**config.mk**
```make
export PLATFORM = sky130hd
export DESIGN_NAME = eth_frame_patch_tx
export DESIGN_NICKNAME = d
export VERILOG_FILES = /design/src/rtl/eth_frame_patch_tx.sv
export SDC_FILE = /design/constraint.sdc
export NUM_CORES = 1
export LEC_CHECK = 0
export CELL_PAD_IN_SITES_DETAIL_PLACEMENT = 2
export CELL_PAD_IN_SITES_GLOBAL_PLACEMENT = 2
export CORE_MARGIN = 3
export CORE_UTILIZATION = 36
export CTS_CLUSTER_SIZE = 24
export DETAILED_ROUTE_END_ITERATION = 8
export DONT_BUFFER_PORTS = 1
export HOLD_SLACK_MARGIN = 0.1
export PLACE_DENSITY = 0.88
export SYNTH_ARGS = -nofsm -noshare
export SYNTH_HDL_FRONTEND = slang
export SYNTH_SLANG_ARGS = --single-unit
```
**constraint.sdc**
```tcl
create_clock -name clk -period 2.7 [get_ports clk]
set_clock_uncertainty 0.1 [all_clocks]
set_input_delay 0.27 -clock clk [delete_from_list [all_inputs] [get_ports clk]]
set_output_delay 0.27 -clock clk [all_outputs]
set_load 0.01 [all_outputs]
```
**src/rtl/eth_frame_patch_tx.sv**
```systemverilog
// eth_frame_patch_tx
// Forwards one frame per accepted descriptor from the frame source to the
// MAC-side stream with zero added latency, overwriting up to N_PATCH 16-bit
// fields (little-endian byte pairs) at descriptor-supplied even byte offsets.
// Handshake flow: IDLE waits for a descriptor, TX streams beats until tlast.
module eth_frame_patch_tx #(
  parameter int DATA_BYTES = 1,
  parameter int N_PATCH    = 2,
  parameter int CNT_W      = 16
) (
  input  logic                    clk,
  input  logic                    rst_n,
  output logic [8*DATA_BYTES-1:0] m_axis_tdata,
  output logic [DATA_BYTES-1:0]   m_axis_tkeep,
  output logic                    m_axis_tuser,
  output logic                    m_axis_tlast,
  output logic                    m_axis_tvalid,
  input  logic                    m_axis_tready,
  input  logic [8*DATA_BYTES-1:0] s_axis_frame_tdata,
  input  logic [DATA_BYTES-1:0]   s_axis_frame_tkeep,
  input  logic                    s_axis_frame_tuser,
  input  logic                    s_axis_frame_tlast,
  input  logic                    s_axis_frame_tvalid,
  output logic                    s_axis_frame_tready,
  input  logic [32*N_PATCH-1:0]   s_axis_desc_tdata,
  input  logic                    s_axis_desc_tvalid,
  output logic                    s_axis_desc_tready,
  output logic [31:0]             frame_count
);

  // Patch position addresses 16-bit words, so it is one bit narrower than the byte counter.
  localparam int PW = CNT_W - 1;
  localparam logic [CNT_W-1:0] CNT_MAX  = {CNT_W{1'b1}};
  localparam logic [CNT_W:0]   CNT_STEP = (CNT_W + 1)'(DATA_BYTES);

  typedef enum logic [0:0] {
    IDLE = 1'b0,
    TX   = 1'b1
  } state_t;

  state_t                  state_r;
  state_t                  state_s;
  logic                    desc_tready_r;
  logic [CNT_W-1:0]        byte_cnt_r;
  logic [N_PATCH-1:0]      en_r;
  logic [N_PATCH*PW-1:0]   pos_r;
  logic [N_PATCH*16-1:0]   value_r;
  logic [31:0]             frame_count_r;

  logic                    desc_fire_s;
  logic                    beat_fire_s;
  logic                    last_fire_s;
  logic [CNT_W:0]          cnt_sum_s;
  logic [CNT_W-1:0]        cnt_next_s;
  logic                    cnt_sat_s;

  // Replacement byte for one lane: the lowest enabled, non-zero slot whose word
  // address matches wins; addresses past the counter range never match.
  function automatic logic [7:0] patch_byte(
    input logic [CNT_W-1:0]      cnt,
    input int                    lane,
    input logic [7:0]            din,
    input logic [N_PATCH-1:0]    en,
    input logic [N_PATCH*PW-1:0] pos,
    input logic [N_PATCH*16-1:0] val
  );
    logic [CNT_W:0] addr;
    logic           hit;
    logic [7:0]     res;
    addr = {1'b0, cnt} + (CNT_W + 1)'(lane);
    res  = din;
    for (int k = N_PATCH - 1; k >= 0; k--) begin
      hit = en[k] & (val[16*k +: 16] != 16'h0000) & ~addr[CNT_W] &
            (addr[CNT_W-1:1] == pos[PW*k +: PW]);
      res = hit ? (addr[0] ? val[16*k+8 +: 8] : val[16*k +: 8]) : res;
    end
    return res;
  endfunction

  // FSM state register.
  always_ff @(posedge clk) begin
    if (!rst_n) begin
      state_r <= IDLE;
    end else begin
      state_r <= state_s;
    end
  end

  // Next-state logic plus the handshake gating of the frame path.
  always_comb begin
    state_s             = state_r;
    m_axis_tvalid       = 1'b0;
    s_axis_frame_tready = 1'b0;
    desc_fire_s         = 1'b0;
    beat_fire_s         = 1'b0;
    last_fire_s         = 1'b0;
    case (state_r)
      IDLE: begin
        desc_fire_s = s_axis_desc_tvalid & desc_tready_r;
        if (desc_fire_s) begin
          state_s = TX;
        end else begin
          state_s = IDLE;
        end
      end
      TX: begin
        m_axis_tvalid       = s_axis_frame_tvalid;
        s_axis_frame_tready = m_axis_tready;
        beat_fire_s         = s_axis_frame_tvalid & m_axis_tready;
        last_fire_s         = beat_fire_s & s_axis_frame_tlast;
        if (last_fire_s) begin
          state_s = IDLE;
        end else begin
          state_s = TX;
        end
      end
      default: begin
        state_s = IDLE;
      end
    endcase
  end

  // Descriptor ready: low in reset and during a frame, high otherwise.
  always_ff @(posedge clk) begin
    if (!rst_n) begin
      desc_tready_r <= 1'b0;
    end else if (desc_fire_s) begin
      desc_tready_r <= 1'b0;
    end else if (last_fire_s) begin
      desc_tready_r <= 1'b1;
    end else if (state_r == IDLE) begin
      desc_tready_r <= 1'b1;
    end else begin
      desc_tready_r <= desc_tready_r;
    end
  end

  // Latch every patch slot of the accepted descriptor.
  always_ff @(posedge clk) begin
    if (!rst_n) begin
      en_r    <= {N_PATCH{1'b0}};
      pos_r   <= {(N_PATCH*PW){1'b0}};
      value_r <= {(N_PATCH*16){1'b0}};
    end else if (desc_fire_s) begin
      for (int k = 0; k < N_PATCH; k++) begin
        en_r[k]              <= s_axis_desc_tdata[32*k];
        pos_r[PW*k +: PW]    <= s_axis_desc_tdata[32*k+1 +: PW];
        value_r[16*k +: 16]  <= s_axis_desc_tdata[32*k+16 +: 16];
      end
    end else begin
      en_r    <= en_r;
      pos_r   <= pos_r;
      value_r <= value_r;
    end
  end

  // Saturating increment of the byte offset of the current beat.
  always_comb begin
    cnt_sum_s  = {1'b0, byte_cnt_r} + CNT_STEP;
    cnt_next_s = cnt_sum_s[CNT_W] ? CNT_MAX : cnt_sum_s[CNT_W-1:0];
    cnt_sat_s  = (byte_cnt_r == CNT_MAX);
  end

  // Byte offset of the first lane of the beat currently presented.
  always_ff @(posedge clk) begin
    if (!rst_n) begin
      byte_cnt_r <= {CNT_W{1'b0}};
    end else if (desc_fire_s) begin
      byte_cnt_r <= {CNT_W{1'b0}};
    end else if (beat_fire_s && !s_axis_frame_tlast) begin
      byte_cnt_r <= cnt_next_s;
    end else begin
      byte_cnt_r <= byte_cnt_r;
    end
  end

  // Completed-frame counter, wraps naturally at 2^32.
  always_ff @(posedge clk) begin
    if (!rst_n) begin
      frame_count_r <= 32'd0;
    end else if (last_fire_s) begin
      frame_count_r <= frame_count_r + 32'd1;
    end else begin
      frame_count_r <= frame_count_r;
    end
  end

  // Per-lane patch mux; a saturated counter disables all patching.
  always_comb begin
    m_axis_tdata = s_axis_frame_tdata;
    for (int b = 0; b < DATA_BYTES; b++) begin
      m_axis_tdata[8*b +: 8] = cnt_sat_s ? s_axis_frame_tdata[8*b +: 8] :
                               patch_byte(byte_cnt_r, b, s_axis_frame_tdata[8*b +: 8],
                                          en_r, pos_r, value_r);
    end
  end

  assign m_axis_tkeep       = s_axis_frame_tkeep;
  assign m_axis_tuser       = s_axis_frame_tuser;
  assign m_axis_tlast       = s_axis_frame_tlast;
  assign s_axis_desc_tready = desc_tready_r;
  assign frame_count        = frame_count_r;

endmodule

```
==> results_dict.tcl <==
set metrics [dict create \
    clkTransAtPathRegs_ns 0.05 \
    ios 126 \
    hold_violations 0 \
    crit_start "pos_r[5]" \
    gp_congestion 0.838 \
    clockRootBuffer "clkbuf_16" \
    yosysUniqueCellTypes 38 \
    cp_data_required_time_ns 2.33 \
    antenna_found_initial 1 \
    wl_per_cell_um 25.1 \
    clkLatencyLatePin_ns 0.43 \
    portBuffers 0 \
    ys.flop_type "dfxtp_1" \
    synth_area_leaders "dfxtp_1 42%, nand2_1 10%, a21oi_1 7.4%" \
    power_leakage_uw 0.00238 \
    crit_type "flop to output port" \
    grt_usage 0.270 \
    rows 44 \
    grt_pass1_vias 5746 \
    crit_end "m_axis_tdata[5]" \
    synth_nets 738 \
    setup_viol 1 \
    synth.yosys.seq_area_share 0.423 \
    violations "negative setup slack" \
    ant_nets 0 \
    max-slew-margin-rel 0.552 \
    wirelength_met1_um 9130 \
    viasPerCell 5.70 \
    reg2reg_from "state_r" \
    synth_top_family_by_area "simple AND/OR/NAND/NOR gates" \
    drt_iter0_drc 342 \
    maxSlewViolCount 0 \
    die_w_um 128 \
    cts.sinks 114 \
    initial_core_util 0.370 \
    cp-end-kind "output port" \
    fin_ws_ns -0.0111 \
    avgSynthCellArea_um2 8.22 \
    fmax_ghz 0.369 \
    grt_pass1_wl_um 34100 \
    top_layer_used "met4" \
    ys_seq_elements 114 \
    clockBufferDepth 2 \
    vias 5194 \
    drive_gt1_frac 0.147 \
    r2r-end "byte_cnt_r[9]" \
    synthCells 656 \
    die_h_um 128 \
    fillers 1523 \
    rsz0062_at_grt "true" \
    setup_tns_ns -0.0111 \
    synth_top_area_share 0.423 \
    wl_um 22900 \
    fin_crit_ns 2.71 \
    synth_xor_area_frac 0.112 \
    muxShareOfSynthArea 0.0334 \
    cp_max_fo 5 \
    powerDensity_mw_per_mm2 614 \
    cp-start-kind "flop" \
    maxCapViolCount 0 \
    numCtsBuffers 17 \
    dp.final_hpwl_um 12400 \
    synthAdderAreaFrac 0.00464 \
    total_power_uw 4280 \
    synth_largest_area_cell "dfxtp_1" \
    dr.pass1.iters 4 \
    wl_met2_um 11800 \
    drc 0 \
    r2r.worst_path.cells 6 \
    htreeDepth 4 \
    final_nets 796 \
    ys_async_sr_fraction 0 \
    ys_warn_count 0 \
    coreArea_mm2 0.0146 \
    cts_tree "yes" \
    arrival_ns 2.34 \
    ff2ff_setup_slack_ns 0.24 \
    grt_overflow 0 \
    grt_max_degree 65 \
    whs_ns 0.149 \
    synth_compound_area_frac 0.0955 \
    synth-simple-area-share 0.285 \
    syn_to_final_growth_pct 29.1 \
    holdCritPathClass "primary input to flop" \
    worst_pin_slew_ns 0.672 \
    synth_area_mm2 0.00540 \
    met3_length_um 1190 \
    status "finished with violations" \
    vdd_drop_max_mv 0.413 \
    synth_edf_count 0 \
    die_area_mm2 0.0165 \
    timing.final.crit_share 1.00 \
]
[sequential cells by signal, indices dropped and copies added (netlist names)]
signal / cells
s_axis_desc_tready: 1
frame_count: 32
en_r: 2
state_r: 1
byte_cnt_r: 16
pos_r: 30
value_r: 32
[power breakdown]
part | total, µW | internal [µW] | switching, µW | leakage, µW
combinational | 470 | 201 | 269 | 0.00120
sequential | 1790 | 1730 | 58.0 | 0.000933
clock | 2020 | 1180 | 835 | 0.000248
[worst min-delay path by stage]
stage | start | end | slack, ns | cells past startpoint
after floorplan | s_axis_desc_tdata[0] | en_r[0] | 0.31 | 2
after global placement | s_axis_desc_tdata[27] | value_r[11] | 0.31 | 2
after detailed placement | s_axis_desc_tdata[61] | value_r[29] | 0.32 | 2
after CTS | rst_n | byte_cnt_r[0] | 0.11 | 3
after global routing | rst_n | s_axis_desc_tready | 0.14 | 3
final | rst_n | s_axis_desc_tready | 0.15 | 3
[synthesized netlist by cell type, types with 7 or more instances]
| cell type | n |
|---|---|
| nand2_1 | 149 |
| or3_1 | 10 |
| xor2_1 | 30 |
| nor2_1 | 42 |
| nor4_2 | 7 |
| dfxtp_1 | 114 |
| nor4_1 | 10 |
| buf_2 | 13 |
| nor3b_1 | 9 |
| xnor2_1 | 39 |
| o211a_1 | 8 |
| nand3_1 | 15 |
| clkbuf_1 | 24 |
| nor3_1 | 10 |
| nand4_1 | 21 |
| a21oi_1 | 80 |
| mux2i_1 | 18 |
[placed cells by master, fill, tap and decap left out, drive strengths merged, types with 16 or more instances in the layout]
cell and instances:
xnor2 39, xor2 30, dfxtp 114, mux2i 18
clkbuf 21, buf 18, nor2 42, nand2 151
nand4 26, a21oi 80, dlygate4sd3 67, nand3 16
nor4 17
[timing repair]
action / CTS / global route
pin swaps: 5 / 5
cloned: 3 / 0
hold buffers: 67 / 0
gates resized for setup: 19 / 33
setup endpoints to repair: 8 / 8
hold endpoints to repair: 67 / 0
buffers inserted: 4 / 4
[routing by layer]
| metal | vias to the layer above | global-route usage |
|---|---|---|
| met3 | 52 | 0.0756 |
| met5 | - | 0 |
| met1 | 2607 | 0.310 |
| met4 | 0 | 0.109 |
| li1 | 2352 | - |
| met2 | 183 | 0.472 |
[kinds of logic after synthesis]
kind of cell,Yosys count
adders and majority gates,2
xor gates and xnor gates,69
buffers and inverters,53
DFF,114
and+or+nand+nor,306
AOI/OAI and AO/OA,94
muxes,18
[worst max-delay path: stages, from the launching register on]
cell and delay (ns):
dfxtp_1 0.36, xnor2_1 0.27, nand4_1 0.19, nor2_4 0.23, nand4_4 0.18, o211a_1 0.27
or3_4 0.43
[final cells by class]
class                      instances  area [µm²]  area share
clock buffer                      21         450      0.0647
tap                              184         230      0.0331
antenna                            1        2.50    0.000359
inverter                           4        15.0     0.00216
multi-input combinational        492        3080       0.443
timing repair buffer              85         810       0.116
sequential                       114        2310       0.332
clock inverter                    11        65.1     0.00934
[stage by stage]
stage / instance area (µm²) / util / instances / setup slack [ns]
6_report: 6960 / 0.477 / 912 / -0.0111
3_5_place_dp: 5460 / 0.375 / 801 / 0.103
5_1_grt: 6960 / 0.477 / 912 / -0.0579
4_1_cts: 6780 / 0.465 / 907 / 0.0185
3_3_place_gp: 5460 / 0.375 / 801 / 0.309
2_1_floorplan: 5400 / - / 656 / 0.586
(Power assumes the default switching activity.)
